`src/rtl/mouse_pkg.sv`:
```
//============================================================================
// Module      : mouse_pkg
// Description : Shared state codes, PS/2 command bytes and mouse response
//               bytes for the host-side PS/2 mouse protocol controller.
// Revision    : 1.0 - initial release
//============================================================================
`default_nettype none

package mouse_pkg;

    // State codes, as reported on CURR_STATE
    localparam logic [3:0] ST_INIT          = 4'd0;
    localparam logic [3:0] ST_SEND_RST      = 4'd1;
    localparam logic [3:0] ST_WAIT_RST_SENT = 4'd2;
    localparam logic [3:0] ST_WAIT_ACK1     = 4'd3;
    localparam logic [3:0] ST_WAIT_SELFTEST = 4'd4;
    localparam logic [3:0] ST_WAIT_ID       = 4'd5;
    localparam logic [3:0] ST_SEND_EN       = 4'd6;
    localparam logic [3:0] ST_WAIT_EN_SENT  = 4'd7;
    localparam logic [3:0] ST_WAIT_ACK2     = 4'd8;
    localparam logic [3:0] ST_RD_STATUS     = 4'd9;
    localparam logic [3:0] ST_RD_DX         = 4'd10;
    localparam logic [3:0] ST_RD_DY         = 4'd11;
    localparam logic [3:0] ST_PUBLISH       = 4'd12;

    // Host-to-mouse commands
    localparam logic [7:0] CMD_RESET        = 8'hFF;
    localparam logic [7:0] CMD_STREAM_EN    = 8'hF4;

    // Mouse-to-host responses
    localparam logic [7:0] RSP_ACK          = 8'hFA;
    localparam logic [7:0] RSP_SELFTEST_OK  = 8'hAA;
    localparam logic [7:0] RSP_DEV_ID       = 8'h00;

    // States in which the receiver is enabled and BYTE_READY is honoured
    function automatic logic is_read_state(input logic [3:0] s);
        return (s == ST_WAIT_ACK1)     || (s == ST_WAIT_SELFTEST) ||
               (s == ST_WAIT_ID)       || (s == ST_WAIT_ACK2)     ||
               (s == ST_RD_STATUS)     || (s == ST_RD_DX)         ||
               (s == ST_RD_DY);
    endfunction

    // States in which the mouse is expected to answer (watchdog supervised)
    function automatic logic is_watchdog_state(input logic [3:0] s);
        return ((s >= ST_WAIT_RST_SENT) && (s <= ST_WAIT_ID)) ||
               ((s >= ST_WAIT_EN_SENT)  && (s <= ST_RD_DY));
    endfunction

endpackage

`default_nettype wire

```
`src/rtl/mouse_sm_timer.sv`:
```
//============================================================================
// Module      : mouse_sm_timer
// Description : Loadable up-counter with a terminal-count flag. Used by the
//               mouse controller for the power-up wait and the watchdog.
// Ports       : clk, rst        - clock, synchronous active-high reset
//               i_load/i_load_val - load the counter (priority over i_en)
//               i_en            - count enable
//               i_terminal      - terminal value compared against the count
//               o_tc            - count equals i_terminal
// Revision    : 1.0 - initial release
//============================================================================
`default_nettype none

module mouse_sm_timer #(
    parameter int WIDTH = 32
) (
    input  logic             clk,
    input  logic             rst,
    input  logic             i_load,
    input  logic [WIDTH-1:0] i_load_val,
    input  logic             i_en,
    input  logic [WIDTH-1:0] i_terminal,
    output logic             o_tc
);

    logic [WIDTH-1:0] r_count;

    always_ff @(posedge clk) begin
        if (rst) begin
            r_count <= '0;
        end else if (i_load) begin
            r_count <= i_load_val;
        end else if (i_en) begin
            r_count <= r_count + 1'b1;
        end
    end

    assign o_tc = (r_count == i_terminal);

endmodule

`default_nettype wire

```
`src/rtl/mouse_master_sm.sv`:
```
//============================================================================
// Module      : mouse_master_sm
// Description : Host-side PS/2 mouse protocol controller. Runs the reset /
//               stream-enable handshake, then collects 3-byte movement
//               packets and publishes them with a one-cycle interrupt.
// Ports       : CLK, RESET                - clock, sync active-high reset
//               SEND_BYTE, BYTE_TO_SEND   - transmitter request / command
//               BYTE_SENT                 - transmitter done pulse
//               READ_ENABLE               - receiver enable
//               BYTE_READ, BYTE_ERROR_CODE, BYTE_READY - receiver result
//               MOUSE_STATUS/DX/DY        - last complete packet
//               SEND_INTERRUPT            - new packet pulse
//               CURR_STATE                - state code for debug
// Config      : MOUSE_SM_WATCHDOG_EN - enables the response watchdog
// Revision    : 1.0 - initial release
//============================================================================
`default_nettype none

module mouse_master_sm
    import mouse_pkg::*;
#(
    parameter int unsigned INIT_WAIT_CYCLES = 5_000_000,
    parameter int unsigned WATCHDOG_CYCLES  = 10_000_000
) (
    input  logic       CLK,
    input  logic       RESET,
    output logic       SEND_BYTE,
    output logic [7:0] BYTE_TO_SEND,
    input  logic       BYTE_SENT,
    output logic       READ_ENABLE,
    input  logic [7:0] BYTE_READ,
    input  logic [1:0] BYTE_ERROR_CODE,
    input  logic       BYTE_READY,
    output logic [7:0] MOUSE_STATUS,
    output logic [7:0] MOUSE_DX,
    output logic [7:0] MOUSE_DY,
    output logic       SEND_INTERRUPT,
    output logic [3:0] CURR_STATE
);

    localparam logic [31:0] c_init_tc = 32'(INIT_WAIT_CYCLES - 1);
    localparam logic [31:0] c_wd_tc   = 32'(WATCHDOG_CYCLES - 1);

    logic [3:0]  r_state;
    logic [3:0]  w_next;
    logic        w_accept;
    logic        w_bad;
    logic        w_tc;
    logic        w_wd_active;
    logic        w_count_en;
    logic        w_clear;
    logic [31:0] w_terminal;

    logic        r_send_byte;
    logic [7:0]  r_byte_to_send;
    logic        r_read_en;
    logic [7:0]  r_sh_status;
    logic [7:0]  r_sh_dx;
    logic [7:0]  r_status;
    logic [7:0]  r_dx;
    logic [7:0]  r_dy;
    logic        r_int;

    assign w_accept = BYTE_READY && (BYTE_ERROR_CODE == 2'b00);
    assign w_bad    = BYTE_READY && (BYTE_ERROR_CODE != 2'b00);

`ifdef MOUSE_SM_WATCHDOG_EN
    assign w_wd_active = is_watchdog_state(r_state);
`else
    assign w_wd_active = 1'b0;
`endif

    // One timer serves both the power-up wait and the watchdog; the two never
    // run in the same state, so the terminal value follows the state.
    assign w_terminal = (r_state == ST_INIT) ? c_init_tc : c_wd_tc;
    assign w_count_en = (r_state == ST_INIT) || w_wd_active;
    // Restart on every state change, and hold at zero while not counting so
    // each counting state starts from a clean count.
    assign w_clear    = (w_next != r_state) || !w_count_en;

    mouse_sm_timer #(
        .WIDTH (32)
    ) u_timer (
        .clk        (CLK),
        .rst        (RESET),
        .i_load     (w_clear),
        .i_load_val (32'd0),
        .i_en       (w_count_en),
        .i_terminal (w_terminal),
        .o_tc       (w_tc)
    );

    always_comb begin
        w_next = r_state;
        case (r_state)
            ST_INIT:          if (w_tc) w_next = ST_SEND_RST;
            ST_SEND_RST:      w_next = ST_WAIT_RST_SENT;
            ST_WAIT_RST_SENT: if (BYTE_SENT) w_next = ST_WAIT_ACK1;
            ST_WAIT_ACK1: begin
                if (BYTE_READY)
                    w_next = (w_accept && BYTE_READ == RSP_ACK) ?
                             ST_WAIT_SELFTEST : ST_INIT;
            end
            ST_WAIT_SELFTEST: begin
                if (BYTE_READY)
                    w_next = (w_accept && BYTE_READ == RSP_SELFTEST_OK) ?
                             ST_WAIT_ID : ST_INIT;
            end
            ST_WAIT_ID: begin
                if (BYTE_READY)
                    w_next = (w_accept && BYTE_READ == RSP_DEV_ID) ?
                             ST_SEND_EN : ST_INIT;
            end
            ST_SEND_EN:       w_next = ST_WAIT_EN_SENT;
            ST_WAIT_EN_SENT:  if (BYTE_SENT) w_next = ST_WAIT_ACK2;
            ST_WAIT_ACK2: begin
                // Some mice echo the command instead of acknowledging it
                if (BYTE_READY)
                    w_next = (w_accept && (BYTE_READ == RSP_ACK ||
                                           BYTE_READ == CMD_STREAM_EN)) ?
                             ST_RD_STATUS : ST_INIT;
            end
            ST_RD_STATUS: begin
                if (w_bad)         w_next = ST_INIT;
                else if (w_accept) w_next = ST_RD_DX;
            end
            ST_RD_DX: begin
                if (w_bad)         w_next = ST_INIT;
                else if (w_accept) w_next = ST_RD_DY;
            end
            ST_RD_DY: begin
                if (w_bad)         w_next = ST_INIT;
                else if (w_accept) w_next = ST_PUBLISH;
            end
            ST_PUBLISH:       w_next = ST_RD_STATUS;
            default:          w_next = ST_INIT;
        endcase
        // Watchdog expiry overrides whatever the mouse did this cycle
        if (w_wd_active && w_tc) w_next = ST_INIT;
    end

    // Outputs are decoded from the next state so that each registered output
    // is valid in the same cycle as the state it belongs to.
    always_ff @(posedge CLK) begin
        if (RESET) begin
            r_state        <= ST_INIT;
            r_send_byte    <= 1'b0;
            r_byte_to_send <= 8'h00;
            r_read_en      <= 1'b0;
            r_sh_status    <= 8'h00;
            r_sh_dx        <= 8'h00;
            r_status       <= 8'h00;
            r_dx           <= 8'h00;
            r_dy           <= 8'h00;
            r_int          <= 1'b0;
        end else begin
            r_state     <= w_next;
            r_send_byte <= (w_next == ST_SEND_RST) || (w_next == ST_SEND_EN);
            if (w_next == ST_SEND_RST)
                r_byte_to_send <= CMD_RESET;
            else if (w_next == ST_SEND_EN)
                r_byte_to_send <= CMD_STREAM_EN;
            r_read_en <= is_read_state(w_next);
            r_int     <= (w_next == ST_PUBLISH);

            if (r_state == ST_RD_STATUS && w_accept)
                r_sh_status <= BYTE_READ;
            if (r_state == ST_RD_DX && w_accept)
                r_sh_dx <= BYTE_READ;

            // The DY byte goes straight from the receiver to the output so
            // the packet lands in the same cycle as the interrupt pulse.
            if (w_next == ST_PUBLISH) begin
                r_status <= r_sh_status;
                r_dx     <= r_sh_dx;
                r_dy     <= BYTE_READ;
            end
        end
    end

    assign SEND_BYTE      = r_send_byte;
    assign BYTE_TO_SEND   = r_byte_to_send;
    assign READ_ENABLE    = r_read_en;
    assign MOUSE_STATUS   = r_status;
    assign MOUSE_DX       = r_dx;
    assign MOUSE_DY       = r_dy;
    assign SEND_INTERRUPT = r_int;
    assign CURR_STATE     = r_state;

endmodule

`default_nettype wire

```
`config.mk`:
```
export PLATFORM = sky130hd
export DESIGN_NAME = mouse_master_sm
export DESIGN_NICKNAME = d
export VERILOG_FILES = /design/src/rtl/mouse_pkg.sv /design/src/rtl/mouse_sm_timer.sv /design/src/rtl/mouse_master_sm.sv
export SDC_FILE = /design/constraint.sdc
export NUM_CORES = 1
export LEC_CHECK = 0
export CORE_ASPECT_RATIO = 1.5
export CORE_MARGIN = 2
export CORE_UTILIZATION = 53
export CTS_CLUSTER_SIZE = 30
export DETAILED_ROUTE_END_ITERATION = 6
export GPL_TIMING_DRIVEN = 0
export HOLD_SLACK_MARGIN = 0.08
export PLACE_DENSITY = 0.82
export SETUP_SLACK_MARGIN = 0.2
export SYNTH_ARGS = -nofsm -noshare
export SYNTH_HDL_FRONTEND = slang
export SYNTH_SLANG_ARGS = --single-unit
```
`constraint.sdc`:
```
create_clock -name CLK -period 3.81 [get_ports CLK]
set_input_delay 1.143 -clock CLK [delete_from_list [all_inputs] [get_ports CLK]]
set_output_delay 1.143 -clock CLK [all_outputs]
set_load 0.02 [all_outputs]
```
# Word-level counts from Yosys, hierarchy flattened
# Index checks and enable logic that the tools add are counted.
[word_totals]
register_bits = 87
inputBits = 14
elab_cells = 84
[op_classes]
n_addsub = 1
eq_ne = 27
muxes = 21
reduce_logical = 24
[ops]
columns = ["operator", "count"]
rows = [
  ["$mux 4", 14],
  ["$pmux 4 s13", 1],
  ["$eq 4x4->1 const B", 10],
  ["$add 32x1->32 const B", 1],
  ["$eq 32x24->1", 1],
  ["$eq 4x3->1 const B", 7],
  ["$eq 8x8->1 const B", 3],
  ["$mux 24", 1],
  ["$mux 8", 2],
  ["$eq 4x2->1 const B", 3],
  ["$logic_or 1x1->1", 9],
  ["$mux 3", 3],
  ["$eq 4x1->1 const B", 2],
  ["$logic_and 1x1->1", 8],
  ["$logic_not 8->1", 1],
  ["$logic_not 4->1", 1],
  ["$ne 4x4->1", 1],
  ["$reduce_bool 2->1", 2],
  ["$logic_not 2->1", 1],
  ["$reduce_or 2->1", 1],
  ["$logic_not 1->1", 1],
]

# Logic depth before layout (Yosys ltp)
[logic_depth]
depth_word = 13
depth_mapped = 9
ltp_nobuf = 6

# Modules after synthesis
# A second synthesis with hierarchy kept.
[unflattened]
cells_unflattened = 562
hier_area_um2 = 4541.9
[modules_own_cells]
columns = ["mod", "n_inst", "cells_each", "area_each_um2", "seq_area_each_um2"]
rows = [
  ["mouse_sm_timer", 1, 302, 2391.0, 640.6],
  ["mouse_master_sm", 1, 260, 2150.8, 980.9],
]

# Least setup slack after synthesis
# Ideal clock, no wire load.
[synth_timing]
path_kind = "input port to flip-flop"
from = "input port BYTE_READ[4]"
to = "register r_read_en (netlist: READ_ENABLE)"
setup_ns = 0.074
arrival_time_ns = 3.013
required_time_ns = 3.736
slack_ns = 0.722
cell_stages = 7
n_path_buf = 1
path_cell_list = "or4_1 -> or4_1 -> or4_1 -> buf_2 -> nand2_2 -> nand2_1 -> a31oi_1"
[synth_between]
elab_chain_cells = 13
word_cells_on_any_way = 31
[synth_rtl]
columns = ["item", "line_no", "source"]
rows = [
  ["start: declaration", "mouse_master_sm.sv:31", "input logic [7:0] BYTE_READ,"],
  ["$eq 8x8->1 (on tied branches)", "mouse_master_sm.sv:101, mouse_master_sm.sv:119, mouse_master_sm.sv:120", ""],
  ["$logic_or 1x1->1", "mouse_master_sm.sv:119", "w_next = (w_accept && (BYTE_READ == RSP_ACK ||"],
  ["$logic_and 1x1->1", "mouse_master_sm.sv:119", ""],
  ["$mux 4", "mouse_master_sm.sv:120", "BYTE_READ == CMD_STREAM_EN)) ?"],
  ["$mux 4", "mouse_master_sm.sv:118", "if (BYTE_READY)"],
  ["$pmux 4 s13 *", "mouse_master_sm.sv:95", "case (r_state)"],
  ["$eq 4x2->1 / $eq 4x3->1 (equally long branches)", "mouse_pkg.sv:37", "return (s == ST_WAIT_ACK1) || (s == ST_WAIT_SELFTEST) ||"],
  ["$logic_or 1x1->1 (2 in series)", "mouse_pkg.sv:37", ""],
  ["$logic_or 1x1->1 (2 in series)", "mouse_pkg.sv:38", "(s == ST_WAIT_ID) || (s == ST_WAIT_ACK2) ||"],
  ["$logic_or 1x1->1", "mouse_pkg.sv:39", "(s == ST_RD_STATUS) || (s == ST_RD_DX) ||"],
  ["$logic_or 1x1->1 *", "mouse_pkg.sv:39", ""],
  ["end signal: assignment", "mouse_master_sm.sv:163", "r_read_en <= is_read_state(w_next);"],
  ["end: declaration", "mouse_master_sm.sv:56", "logic r_read_en;"],
]
# Mark *: on every way between the ends. The rest lies on a longest branch, timed or not.
# A chain may end at the register's enable or synchronous reset.

# Final worst setup path
# Ends and elaborated chain as after synthesis.

==> reports/metrics.cfg <==
[die]
rows = 36
initial_utilization = 0.545
dieWidth_um = 70.7
die_area_um2 = 7350
die_height_um = 104
num_io_pins = 53
core-area_um2 = 6490

[synthesis]
yosysWarnings = 0
syn_avg_cell_area_um2 = 8.33
synthFlopType = dfxtp_1
synth_fp_nets = 439
synthCells = 424
synth.yosys.seq_area_share = 0.459
ys_ff_latch = 81
synth-edff-count = 0
synth_cell_types = 48
async_reset_ff_frac = 0
netlist_area_um2 = 3530

[detailed_routing]
firstDrtPassIters = 4
vias = 3155
drtAntennaViolNets = 0
finalWirelength_um = 8210
drc = 0
wl_per_cell_um = 14.4
viasPerCell = 5.55
drtIter0Drc = 129

[placed_design]
dp.cells = 552
place_congestion = 0.881
io_buffers = 52
preCtsSetupSlack_ns = 0.0402
place_area_um2 = 4150
dp_hpwl_um = 6020

[timing]
timing_hold_violations_final = 0
max_freq_mhz = 291
fin_hold_ws_ns = 0.454
worst_pin_slew_ns = 0.896
slew_headroom = 0.388
rsz0062_at_grt = false
finClkSkew_ns = 0.0136
finalCriticalPeriod_ns = 3.43
setup_viol = 0
maxSlewViolCount = 0
setup_tns_ns = 0
post-route-period-util = 0.901
setup_slack_ns = 0.379

[cts]
post-cts-setup-buffer-count = 0
cts_resized = 0
cts_tree = yes
clock_latency_ns = 0.36
clk_path_buf_depth = 2
cts.sinks = 81
numCtsBuffers = 9
cts.clk_slew.worst_paths_ns = 0.08
htree_levels = 3
cts-root-buf = clkbuf_8
cts-hold-fix-buffers = 0

[grt]
grt_max_degree = 15
grt_usage = 0.230
met2_usage = 0.412
grt_pass1_vias = 3052
antenna_found_initial = 0
grt_pass1_wl_um = 13600
use_met1 = 0.243
busiest_layer = met2
grt-ovfl-total = 0
use_met3 = 0.0543

[power]
fin_total_pwr_mw = 1.50
power.density_nw_per_um2 = 345
peakVddDrop_mv = 0.254
p_leak_nw = 1.50

[layout]
diodes = 0
final_layout_size_suffix_gt1_frac = 0.0711
final_nets = 502
area_growth_pct = 22.8
postLayoutCoreUtil = 0.669
final_cell_area_um2 = 4340
final_cells = 568

[hold_path]
holdPathStages = 2
min_from = r_sh_dx[3]$_SDFFE_PP0P_
worstHoldEndpoint = MOUSE_DX[3]$_SDFFE_PP0P_
hp-class = reg2reg

[status]
status = finished clean

[critical_path]
crit_buf_inv = 2
slowest_stage = or4_1
slowest_delay_ns = 0.59
cp_common_cell = or4_1
crit_path_end_kind = flop
timing.rr.start = CURR_STATE[3]$_SDFF_PP0_
cp-start-kind = input pin
rr_worst_depth = 9
r2r_end = u_timer.r_count[11]$_SDFFE_PP0P_
worstPathArrival_ns = 3.72
worstPathRequired_ns = 4.10
crit_family = simple AND/OR/NAND/NOR gates
r2r_slack_ns = 1.04
criticalPathCategory = in2reg
critical_path.cell_chain = clkdlybuf4s50_1 -> or4_1 -> or4_1 -> or4_1 -> buf_2 -> nand2_2 -> nand2_1 -> a31oi_1
path_max_fanout = 6

[run]
max_cap_viol_count = 0

==> power breakdown <==
group          internal [mW]  leakage (nW)  switching, mW
clock network          0.278        0.0936          0.314
logic                 0.0211         0.756         0.0326
registers              0.849         0.653        0.00274
total                   1.15          1.50          0.350
==> cell usage after synthesis, types with 3 or more instances <==
cell type,count,share of area
nand4_1,12,0.021
buf_2,7,0.0099
or4_1,7,0.015
mux2i_1,16,0.045
nand2_1,66,0.070
and3_1,5,0.0089
buf_4,6,0.013
nand2b_1,3,0.0053
clkbuf_1,15,0.016
inv_1,9,0.0096
nor3_1,13,0.018
a21oi_1,32,0.045
xnor2_1,19,0.047
nand3_1,14,0.020
dfxtp_1,81,0.46
xor2_1,11,0.027
nor2_1,65,0.069
nor4_1,5,0.0089
==> worst max path at each step <==
stage / startpoint / to / slack, ns / cells past startpoint
2_1_floorplan: BYTE_READ[4] / READ_ENABLE$_SDFF_PP0_ / 0.72 / 7
3_3_place_gp: BYTE_READ[4] / READ_ENABLE$_SDFF_PP0_ / 0.03 / 8
3_5_place_dp: BYTE_READ[4] / READ_ENABLE$_SDFF_PP0_ / 0.04 / 8
4_1_cts: BYTE_READ[4] / u_timer.r_count[11]$_SDFFE_PP0P_ / 0.40 / 9
5_1_grt: BYTE_READ[4] / READ_ENABLE$_SDFF_PP0_ / 0.28 / 8
6_report: BYTE_READ[4] / READ_ENABLE$_SDFF_PP0_ / 0.38 / 8
==> tightest hold or removal path, cell delays in order (launching register included) <==
cell and delay, ns:
dfxtp_1 0.32, nand2_1 0.05, a21oi_1 0.05
==> cells in the final DEF (no fill, tap or decap), drive strengths merged, types with 2 or more instances in the layout <==
master          n
a2111oi         2
a21oi          32
a2bb2oi         2
a31oi           2
and2            2
and3            5
buf            13
clkbuf         27
clkdlybuf4s50  52
dfxtp          81
inv            11
mux2i          16
nand2          67
nand2b          3
nand3          14
nand3b          2
nand4          12
nor2           65
nor2b           2
nor3           14
nor4            6
o21ai           2
or2             2
or3b            2
or4             7
xnor2          19
xor2           11
==> metal layers <==
metal | share of wire | wire [um]
met2 | 0.53 | 4360
met5 | 0 | 0
met1 | 0.39 | 3210
met3 | 0.040 | 332
met4 | 0.037 | 302
==> cell type report <==
type,instances,area [um^2]
Fill cell,561,2150
Multi-Input combinational cell,306,1740
Sequential cell,81,1620
Timing Repair Buffer,52,520
Clock buffer,12,155
Buffer,28,136
Tap cell,76,95.1
Clock inverter,4,33.8
Inverter,9,33.8
==> logic make-up (layout without fill, tap and decap cells) <==
group	after synthesis	in the layout	share of synthesized area
AND/OR/NAND/NOR	209	209	0.284
AO/OA/AOI/OAI	49	49	0.0829
buffers and inverters	37	105	0.0482
adder cells (fa/ha/maj)	1	1	0.00354
flip-flops	81	81	0.459
XOR/XNOR	30	30	0.0744
multiplexers	17	17	0.0485
==> flip-flops by register name (all words and copies together) (netlist names) <==
register	count
u_timer.r_count	32
MOUSE_DX	8
MOUSE_DY	8
MOUSE_STATUS	8
r_sh_dx	8
r_sh_status	8
CURR_STATE	4
BYTE_TO_SEND	2
READ_ENABLE	1
SEND_BYTE	1
SEND_INTERRUPT	1
Note: power is estimated with default switching activity, not from simulation.
